## src/rtl/dc_queue_if.sv

```systemverilog
// Op-code package and bus interface for the dc_queue decode stage.
// dc_queue_pkg : op codes placed in each decoded entry (0 marks an illegal entry).
// dc_queue_if  : instruction side (in_valid/in_ready/in_pc/in_instr), dispatch side
//                (out_valid/out_ready and decoded head fields) and the occupancy count.
//                slave = decode queue view, master = producer/consumer view.
package dc_queue_pkg;
    localparam logic [5:0] OP_NONE  = 6'd0;
    localparam logic [5:0] OP_LUI   = 6'd1;
    localparam logic [5:0] OP_AUIPC = 6'd2;
    localparam logic [5:0] OP_JAL   = 6'd3;
    localparam logic [5:0] OP_JALR  = 6'd4;
    localparam logic [5:0] OP_BEQ   = 6'd5;
    localparam logic [5:0] OP_BNE   = 6'd6;
    localparam logic [5:0] OP_BLT   = 6'd7;
    localparam logic [5:0] OP_BGE   = 6'd8;
    localparam logic [5:0] OP_BLTU  = 6'd9;
    localparam logic [5:0] OP_BGEU  = 6'd10;
    localparam logic [5:0] OP_LB    = 6'd11;
    localparam logic [5:0] OP_LH    = 6'd12;
    localparam logic [5:0] OP_LW    = 6'd13;
    localparam logic [5:0] OP_LBU   = 6'd14;
    localparam logic [5:0] OP_LHU   = 6'd15;
    localparam logic [5:0] OP_SB    = 6'd16;
    localparam logic [5:0] OP_SH    = 6'd17;
    localparam logic [5:0] OP_SW    = 6'd18;
    localparam logic [5:0] OP_ADDI  = 6'd19;
    localparam logic [5:0] OP_SLTI  = 6'd20;
    localparam logic [5:0] OP_SLTIU = 6'd21;
    localparam logic [5:0] OP_XORI  = 6'd22;
    localparam logic [5:0] OP_ORI   = 6'd23;
    localparam logic [5:0] OP_ANDI  = 6'd24;
    localparam logic [5:0] OP_SLLI  = 6'd25;
    localparam logic [5:0] OP_SRLI  = 6'd26;
    localparam logic [5:0] OP_SRAI  = 6'd27;
    localparam logic [5:0] OP_ADD   = 6'd28;
    localparam logic [5:0] OP_SUB   = 6'd29;
    localparam logic [5:0] OP_SLL   = 6'd30;
    localparam logic [5:0] OP_SLT   = 6'd31;
    localparam logic [5:0] OP_SLTU  = 6'd32;
    localparam logic [5:0] OP_XOR   = 6'd33;
    localparam logic [5:0] OP_SRL   = 6'd34;
    localparam logic [5:0] OP_SRA   = 6'd35;
    localparam logic [5:0] OP_OR    = 6'd36;
    localparam logic [5:0] OP_AND   = 6'd37;
endpackage

interface dc_queue_if #(
    parameter int unsigned Depth       = 4,
    parameter int unsigned PcWidth     = 32,
    parameter int unsigned RegIdxWidth = 5,
    parameter int unsigned OpWidth     = 6
);
    localparam int unsigned CntWidth = $clog2(Depth) + 1;

    logic                   in_valid;
    logic                   in_ready;
    logic [PcWidth-1:0]     in_pc;
    logic [31:0]            in_instr;
    logic                   out_valid;
    logic                   out_ready;
    logic [PcWidth-1:0]     out_pc;
    logic [OpWidth-1:0]     out_op;
    logic [RegIdxWidth-1:0] out_rd;
    logic [RegIdxWidth-1:0] out_rs1;
    logic [RegIdxWidth-1:0] out_rs2;
    logic [31:0]            out_imm;
    logic                   out_is_sl;
    logic                   out_illegal;
    logic [CntWidth-1:0]    count;

    modport slave (
        input  in_valid, in_pc, in_instr, out_ready,
        output in_ready, out_valid, out_pc, out_op, out_rd, out_rs1, out_rs2,
               out_imm, out_is_sl, out_illegal, count
    );

    modport master (
        output in_valid, in_pc, in_instr, out_ready,
        input  in_ready, out_valid, out_pc, out_op, out_rd, out_rs1, out_rs2,
               out_imm, out_is_sl, out_illegal, count
    );
endinterface

```

## src/rtl/dc_queue.sv

```systemverilog
// RV32I decode stage with a Depth-entry output FIFO between fetch and dispatch.
// Ports: clk, rst (sync, active-high), clr (sync flush), q (dc_queue_if.slave):
//   in_valid/in_ready/in_pc/in_instr   instruction offer from the instruction queue
//   out_valid/out_ready/out_*          decoded head entry toward dispatch
//   count                              occupied entries
module dc_queue
    import dc_queue_pkg::*;
#(
    parameter int unsigned Depth       = 4,
    parameter int unsigned PcWidth     = 32,
    parameter int unsigned RegIdxWidth = 5,
    parameter int unsigned OpWidth     = 6
) (
    input  logic       clk,
    input  logic       rst,
    input  logic       clr,
    dc_queue_if.slave  q
);
    localparam int unsigned PtrWidth = $clog2(Depth);
    localparam int unsigned CntWidth = PtrWidth + 1;

    localparam logic [6:0] OPC_LUI    = 7'b0110111;
    localparam logic [6:0] OPC_AUIPC  = 7'b0010111;
    localparam logic [6:0] OPC_JAL    = 7'b1101111;
    localparam logic [6:0] OPC_JALR   = 7'b1100111;
    localparam logic [6:0] OPC_BRANCH = 7'b1100011;
    localparam logic [6:0] OPC_LOAD   = 7'b0000011;
    localparam logic [6:0] OPC_STORE  = 7'b0100011;
    localparam logic [6:0] OPC_OPIMM  = 7'b0010011;
    localparam logic [6:0] OPC_OP     = 7'b0110011;

    logic [31:0] instr;
    logic [2:0]  f3;
    logic [5:0]  dec_op;
    logic [4:0]  dec_rd, dec_rs1, dec_rs2;
    logic [31:0] dec_imm;
    logic        dec_sl, dec_ill;

    logic [PcWidth-1:0]     pc_q  [Depth];
    logic [OpWidth-1:0]     op_q  [Depth];
    logic [RegIdxWidth-1:0] rd_q  [Depth];
    logic [RegIdxWidth-1:0] rs1_q [Depth];
    logic [RegIdxWidth-1:0] rs2_q [Depth];
    logic [31:0]            imm_q [Depth];
    logic                   sl_q  [Depth];
    logic                   ill_q [Depth];

    logic [PtrWidth-1:0] wr_ptr_q, wr_ptr_d, rd_ptr_q, rd_ptr_d;
    logic [CntWidth-1:0] count_q, count_d;
    logic                push, pop;

    assign instr = q.in_instr;
    assign f3    = instr[14:12];

    // Instruction decode; illegal encodings collapse to an all-zero entry with the flag set.
    always_comb begin
        dec_op  = OP_NONE;
        dec_rd  = instr[11:7];
        dec_rs1 = instr[19:15];
        dec_rs2 = 5'd0;
        dec_imm = {{20{instr[31]}}, instr[31:20]};
        dec_sl  = 1'b0;
        dec_ill = 1'b0;
        case (instr[6:0])
            OPC_LUI: begin
                dec_op  = OP_LUI;
                dec_rs1 = 5'd0;
                dec_imm = {instr[31:12], 12'b0};
            end
            OPC_AUIPC: begin
                dec_op  = OP_AUIPC;
                dec_rs1 = 5'd0;
                dec_imm = {instr[31:12], 12'b0};
            end
            OPC_JAL: begin
                dec_op  = OP_JAL;
                dec_rs1 = 5'd0;
                dec_imm = {{11{instr[31]}}, instr[31], instr[19:12], instr[20], instr[30:21], 1'b0};
            end
            OPC_JALR: dec_op = OP_JALR;
            OPC_BRANCH: begin
                dec_rd  = 5'd0;
                dec_rs2 = instr[24:20];
                dec_imm = {{19{instr[31]}}, instr[31], instr[7], instr[30:25], instr[11:8], 1'b0};
                case (f3)
                    3'b000:  dec_op = OP_BEQ;
                    3'b001:  dec_op = OP_BNE;
                    3'b100:  dec_op = OP_BLT;
                    3'b101:  dec_op = OP_BGE;
                    3'b110:  dec_op = OP_BLTU;
                    3'b111:  dec_op = OP_BGEU;
                    default: dec_ill = 1'b1;
                endcase
            end
            OPC_LOAD: begin
                dec_sl = 1'b1;
                case (f3)
                    3'b000:  dec_op = OP_LB;
                    3'b001:  dec_op = OP_LH;
                    3'b010:  dec_op = OP_LW;
                    3'b100:  dec_op = OP_LBU;
                    3'b101:  dec_op = OP_LHU;
                    default: dec_ill = 1'b1;
                endcase
            end
            OPC_STORE: begin
                dec_sl  = 1'b1;
                dec_rd  = 5'd0;
                dec_rs2 = instr[24:20];
                dec_imm = {{20{instr[31]}}, instr[31:25], instr[11:7]};
                case (f3)
                    3'b000:  dec_op = OP_SB;
                    3'b001:  dec_op = OP_SH;
                    3'b010:  dec_op = OP_SW;
                    default: dec_ill = 1'b1;
                endcase
            end
            OPC_OPIMM: begin
                case (f3)
                    3'b000: dec_op = OP_ADDI;
                    3'b010: dec_op = OP_SLTI;
                    3'b011: dec_op = OP_SLTIU;
                    3'b100: dec_op = OP_XORI;
                    3'b110: dec_op = OP_ORI;
                    3'b001: begin
                        dec_op  = OP_SLLI;
                        dec_imm = {27'b0, instr[24:20]};
                    end
                    3'b101: begin
                        dec_op  = instr[30] ? OP_SRAI : OP_SRLI;
                        dec_imm = {27'b0, instr[24:20]};
                    end
                    default: dec_op = OP_ANDI;
                endcase
            end
            OPC_OP: begin
                dec_rs2 = instr[24:20];
                dec_imm = 32'd0;
                case (f3)
                    3'b000:  dec_op = instr[30] ? OP_SUB : OP_ADD;
                    3'b001:  dec_op = OP_SLL;
                    3'b010:  dec_op = OP_SLT;
                    3'b011:  dec_op = OP_SLTU;
                    3'b100:  dec_op = OP_XOR;
                    3'b101:  dec_op = instr[30] ? OP_SRA : OP_SRL;
                    3'b110:  dec_op = OP_OR;
                    default: dec_op = OP_AND;
                endcase
            end
            default: dec_ill = 1'b1;
        endcase
        if (dec_ill) begin
            dec_op  = OP_NONE;
            dec_rd  = 5'd0;
            dec_rs1 = 5'd0;
            dec_rs2 = 5'd0;
            dec_imm = 32'd0;
            dec_sl  = 1'b0;
        end
    end

    // Ready ignores out_ready: a full queue never accepts, even when the head is popping.
    assign q.in_ready  = !rst && !clr && (count_q < CntWidth'(Depth));
    assign q.out_valid = (count_q != '0);
    assign push        = q.in_valid && q.in_ready;
    assign pop         = q.out_valid && q.out_ready;

    // Pointer/count next state; flush empties the queue.
    always_comb begin
        wr_ptr_d = wr_ptr_q;
        rd_ptr_d = rd_ptr_q;
        count_d  = count_q;
        if (clr) begin
            wr_ptr_d = '0;
            rd_ptr_d = '0;
            count_d  = '0;
        end else begin
            if (push) wr_ptr_d = wr_ptr_q + PtrWidth'(1);
            if (pop)  rd_ptr_d = rd_ptr_q + PtrWidth'(1);
            case ({push, pop})
                2'b10:   count_d = count_q + CntWidth'(1);
                2'b01:   count_d = count_q - CntWidth'(1);
                default: count_d = count_q;
            endcase
        end
    end

    // State and entry storage.
    always_ff @(posedge clk) begin
        if (rst) begin
            wr_ptr_q <= '0;
            rd_ptr_q <= '0;
            count_q  <= '0;
            for (int unsigned i = 0; i < Depth; i++) begin
                pc_q[i]  <= '0;
                op_q[i]  <= '0;
                rd_q[i]  <= '0;
                rs1_q[i] <= '0;
                rs2_q[i] <= '0;
                imm_q[i] <= '0;
                sl_q[i]  <= 1'b0;
                ill_q[i] <= 1'b0;
            end
        end else begin
            wr_ptr_q <= wr_ptr_d;
            rd_ptr_q <= rd_ptr_d;
            count_q  <= count_d;
            if (push) begin
                pc_q[wr_ptr_q]  <= q.in_pc;
                op_q[wr_ptr_q]  <= OpWidth'(dec_op);
                rd_q[wr_ptr_q]  <= RegIdxWidth'(dec_rd);
                rs1_q[wr_ptr_q] <= RegIdxWidth'(dec_rs1);
                rs2_q[wr_ptr_q] <= RegIdxWidth'(dec_rs2);
                imm_q[wr_ptr_q] <= dec_imm;
                sl_q[wr_ptr_q]  <= dec_sl;
                ill_q[wr_ptr_q] <= dec_ill;
            end
        end
    end

    assign q.out_pc      = pc_q[rd_ptr_q];
    assign q.out_op      = op_q[rd_ptr_q];
    assign q.out_rd      = rd_q[rd_ptr_q];
    assign q.out_rs1     = rs1_q[rd_ptr_q];
    assign q.out_rs2     = rs2_q[rd_ptr_q];
    assign q.out_imm     = imm_q[rd_ptr_q];
    assign q.out_is_sl   = sl_q[rd_ptr_q];
    assign q.out_illegal = ill_q[rd_ptr_q];
    assign q.count       = count_q;
endmodule

```

## src/flat_wrapper.sv

```systemverilog
// flat-port wrapper written by rule: the top's interface ports become plain ports
module dc_queue_flat import dc_queue_pkg::*;
#(
    parameter int unsigned Depth       = 4,
    parameter int unsigned PcWidth     = 32,
    parameter int unsigned RegIdxWidth = 5,
    parameter int unsigned OpWidth     = 6
)
  (clk, rst, clr, q_in_valid, q_in_pc, q_in_instr, q_out_ready, q_in_ready, q_out_valid, q_out_pc, q_out_op, q_out_rd, q_out_rs1, q_out_rs2, q_out_imm, q_out_is_sl, q_out_illegal, q_count);
  dc_queue_if #(.Depth(Depth), .PcWidth(PcWidth), .RegIdxWidth(RegIdxWidth), .OpWidth(OpWidth)) q_i ();
  input  logic clk;
  input  logic rst;
  input  logic clr;
  input wire logic [$bits(q_i.in_valid)-1:0] q_in_valid;
  input wire logic [$bits(q_i.in_pc)-1:0] q_in_pc;
  input wire logic [$bits(q_i.in_instr)-1:0] q_in_instr;
  input wire logic [$bits(q_i.out_ready)-1:0] q_out_ready;
  output wire logic [$bits(q_i.in_ready)-1:0] q_in_ready;
  output wire logic [$bits(q_i.out_valid)-1:0] q_out_valid;
  output wire logic [$bits(q_i.out_pc)-1:0] q_out_pc;
  output wire logic [$bits(q_i.out_op)-1:0] q_out_op;
  output wire logic [$bits(q_i.out_rd)-1:0] q_out_rd;
  output wire logic [$bits(q_i.out_rs1)-1:0] q_out_rs1;
  output wire logic [$bits(q_i.out_rs2)-1:0] q_out_rs2;
  output wire logic [$bits(q_i.out_imm)-1:0] q_out_imm;
  output wire logic [$bits(q_i.out_is_sl)-1:0] q_out_is_sl;
  output wire logic [$bits(q_i.out_illegal)-1:0] q_out_illegal;
  output wire logic [$bits(q_i.count)-1:0] q_count;
  assign q_i.in_valid = q_in_valid;
  assign q_i.in_pc = q_in_pc;
  assign q_i.in_instr = q_in_instr;
  assign q_i.out_ready = q_out_ready;
  assign q_in_ready = q_i.in_ready;
  assign q_out_valid = q_i.out_valid;
  assign q_out_pc = q_i.out_pc;
  assign q_out_op = q_i.out_op;
  assign q_out_rd = q_i.out_rd;
  assign q_out_rs1 = q_i.out_rs1;
  assign q_out_rs2 = q_i.out_rs2;
  assign q_out_imm = q_i.out_imm;
  assign q_out_is_sl = q_i.out_is_sl;
  assign q_out_illegal = q_i.out_illegal;
  assign q_count = q_i.count;
  dc_queue #(.Depth(Depth), .PcWidth(PcWidth), .RegIdxWidth(RegIdxWidth), .OpWidth(OpWidth)) u_core (.clk(clk), .rst(rst), .clr(clr), .q(q_i));
endmodule
```

## config.mk

```make
export PLATFORM = sky130hd
export DESIGN_NAME = dc_queue_flat
export DESIGN_NICKNAME = d
export VERILOG_FILES = /design/src/rtl/dc_queue_if.sv /design/src/rtl/dc_queue.sv /design/src/flat_wrapper.sv
export SDC_FILE = /design/constraint.sdc
export NUM_CORES = 1
export LEC_CHECK = 0
export CAP_MARGIN = 20
export CORE_ASPECT_RATIO = 1.25
export CORE_MARGIN = 1
export CORE_UTILIZATION = 50
export DETAILED_ROUTE_END_ITERATION = 7
export PLACE_DENSITY_LB_ADDON = 0.05
export RECOVER_POWER = 25
export SYNTH_ARGS = -nofsm -noshare
export SYNTH_HDL_FRONTEND = slang
export SYNTH_SLANG_ARGS = --single-unit
```

## constraint.sdc

```tcl
create_clock -name clk -period 7.4 [get_ports clk]
set_input_delay 1.85 -clock clk [delete_from_list [all_inputs] [get_ports clk]]
set_output_delay 1.85 -clock clk [all_outputs]
set_load 0.01 [all_outputs]
```

==> impl_results.md <==
* Fmax at approximately 170 MHz
* Drt drc at 0
* Die Area at about 0.033 sq mm
* Worst Setup SP: rst
* Mapped Cells at ~1,100
* Hold Crit Depth at 2
* Cts repair resizes at 0
* Failing checks: capacitance limit, slew limit
* Multi-input gate area at a little over 0.005 sq mm
* TritonCTS buffer count at 37
* R2R depth at 5
* Post-Route Setup TNS at 0 ns
* Worst relative slew slack at -39.56%
* Leak pwr at roughly 0.0067 uW
* Routed Antenna Nets at 0
* Final hold violations at 0
* Crit Path Class: input pin to register
* Nets at 1,293
* Reg clk slew, reported paths at 0.06 ns
* Seq. cell area at 0.01064 sq mm
* WL final at 38,700 um
* Routed vias/inst at 5.897
* Cell area after synthesis at 0.01600 sq mm
* Die X at 162.0 um
* # diodes at 0
* Filler cells at 2,482
* Final worst path period need at 5.778 ns
* Non-filler cells, final at 1,655
* Primary FF master, synth: edfxtp_1
* Congestion Overflow GR at 0
* Gpl congestion at 0.9104
* Status: finished with violations
* DR iter-0 viols at 811
* Post-route cell area at approximately 0.019 sq mm
* Mean Syn Cell Area at 14.76 sq um
* CP arrival at between 5 and 6 ns
* Commonest non-fill, non-tap cells in the layout: edfxtp_1 (348), clkdlybuf4s50_1 (155), nor2_1 (152)
* Startpoint types: input pin
* Async SR Flop Fraction at 0%
* Via count at ~10,000
* Layout cells sized above 1 at 13.46%
* Setup violators final at 0
* RSZ-0062 raised after global routing: false
* WP data required at 7.60 ns
* Distinct cells, synth at 65
* Row count at 72
* Peak VDD IR at just over 200 uV
* Post-DP HPWL at 23,400 um
* Most common cell after layout, fill and taps aside: edfxtp_1
* Synth warn at 0
* Vias in the first global route at between 10,000 and 15,000
* Syn Nets at 1,155
* Pwr dens at 228.7 mW/mm^2
* Antenna violations before repair at 0
* Max-cap violation count at 3
* Largest net degree at the start of global routing at 74
* WL per Instance at 23.38 um
* TritonCTS clock tree: yes
* CP max FO at 35
* First-pass GRT wire length at between 50,000 and 60,000 um
* Setup crit end kind: register
* Worst Tran Pin Value at roughly 2.1 ns
* Number of port buffers at 160
* Register bit total from synthesis at 357
* CTS Buffer Depth at 3
* Area Overhead vs Synth at 19.56%
* Die Span Y at 202.0 um
* Post-CTS Setup Bufs at 0
* Pins Over Slew Limit at 109
* Worst hold slack at 0.5432 ns
* GRT Util Overall at 24.52%
* Hold-fix buffers, CTS at 0
* Worst skew pair latency at 0.52 ns
* Post-synth EDFFs at 348
* Cell count after placement at 1,590
* Hold Startpoint: u_core.q.count[2]
* Top Ports at 161
* Core Box Area at 0.03117 sq mm
* Reg2reg start: u_core.q.count[2]
* Min-delay worst type: register to register
* Tcrit/Tclk final at about four fifths
* Clock tree sinks at 357
* Setup Skew at about 0.019 ns
* Area of placed instances at 0.01806 sq mm
* CTS root buf: clkbuf_16
* Initial Utilization at 51.33%
* Register area share after synthesis at roughly 66%
* Drt pass-1 iters at 5
* Number of H-tree levels at 2
* Overall Power at between 4000 and 5000 uW
==> state kept, by name, summed over array words and instances, names as in the netlist, named ones only <==
| register | cells |
|---|---|
| u_core.ill_q | 4 |
| u_core.imm_q | 128 |
| u_core.op_q | 24 |
| u_core.pc_q | 128 |
| u_core.q.count | 3 |
| u_core.rd_ptr_q | 2 |
| u_core.rd_q | 20 |
| u_core.rs1_q | 20 |
| u_core.rs2_q | 20 |
| u_core.sl_q | 4 |
| u_core.wr_ptr_q | 2 |
==> through the flow <==
step / setup WS (ns) / utilization [%]
finish: 1.622 / 61.37
global route: 1.248 / 61.37
CTS: 2.096 / 61.58
detailed placement: 2.103 / 57.94
global placement: 2.093 / 57.94
floorplan: 0.5326 / -
==> routing by layer <==
| metal | vias up | GRT usage (%) | share of wire (%) |
|---|---|---|---|
| met4 | 0 | 7.581 | 2.4 |
| met1 | 4955 | 30.99 | 40 |
| met5 | - | 0 | 0 |
| li1 | 4426 | - | - |
| met3 | 56 | 3.591 | 5.3 |
| met2 | 323 | 43.38 | 53 |
==> Yosys cell counts (all sizes together) (2+ instances only) <==
master,n,area share [%]
a211oi,2,0.094
a21o,2,0.094
a21oi,31,0.97
a221oi,2,0.11
a22oi,5,0.23
a31oi,2,0.078
and2,101,3.9
and3,34,1.3
buf,18,0.47
clkbuf,62,1.5
dfxtp,9,1.1
edfxtp,348,65
inv,10,0.23
mux2i,2,0.13
mux4,88,12
nand2,34,0.80
nand2b,12,0.47
nand3,8,0.28
nand3b,3,0.14
nand4,5,0.41
nor2,154,3.6
nor2b,5,0.20
nor3,77,2.4
nor4,15,0.59
o211ai,2,0.13
o21ai,6,0.19
o221ai,4,0.22
o22ai,2,0.078
o32ai,2,0.11
or2,3,0.12
or3,5,0.20
xnor2,2,0.11
xor2,5,0.27
==> report_power, final <==
| group | internal (uW) | switching, uW |
|---|---|---|
| logic | 128 | 174 |
| registers | 2290 | 19.9 |
| clock network | 1020 | 740 |
| total | 3440 | 934 |
==> critical path: stages <==
cell and delay (ns):
dlygate4sd3_1 0.61, nor4b_1 0.28, clkbuf_1 0.71, nand3b_1 0.46, nand2b_1 1.57, buf_4 0.48
==> layout make-up <==
class                      count  area share (%)
sequential                   357           55.61
multi-input combinational    636           26.33
timing repair buffer         179           9.262
clock buffer                  42           4.939
tap                          407           2.662
clock inverter                23          0.9812
inverter                      11          0.2159
==> final timing paths <==
path | end | slack, ns
setup reg to reg | u_core.imm_q[2][23] | 3.18
hold / removal | u_core.q.count[2] | 0.54
setup / recovery | u_core.imm_q[2][23] | 1.62
hold reg to reg | u_core.q.count[2] | 0.54
==> kinds of logic (layout without fill, tap and decap cells) <==
group,count (synthesis),after routing,synth area share [%]
AND/OR/NAND/NOR,462,462,15.01
multiplexers,91,91,12.58
adder cells (fa/ha/maj),2,2,0.2033
AO/OA/AOI/OAI,74,74,3.199
XOR/XNOR,7,7,0.3832
flip-flops,357,357,66.44
buffers and inverters,91,255,2.182
No activity file was read; power rests on OpenSTA's default activity.
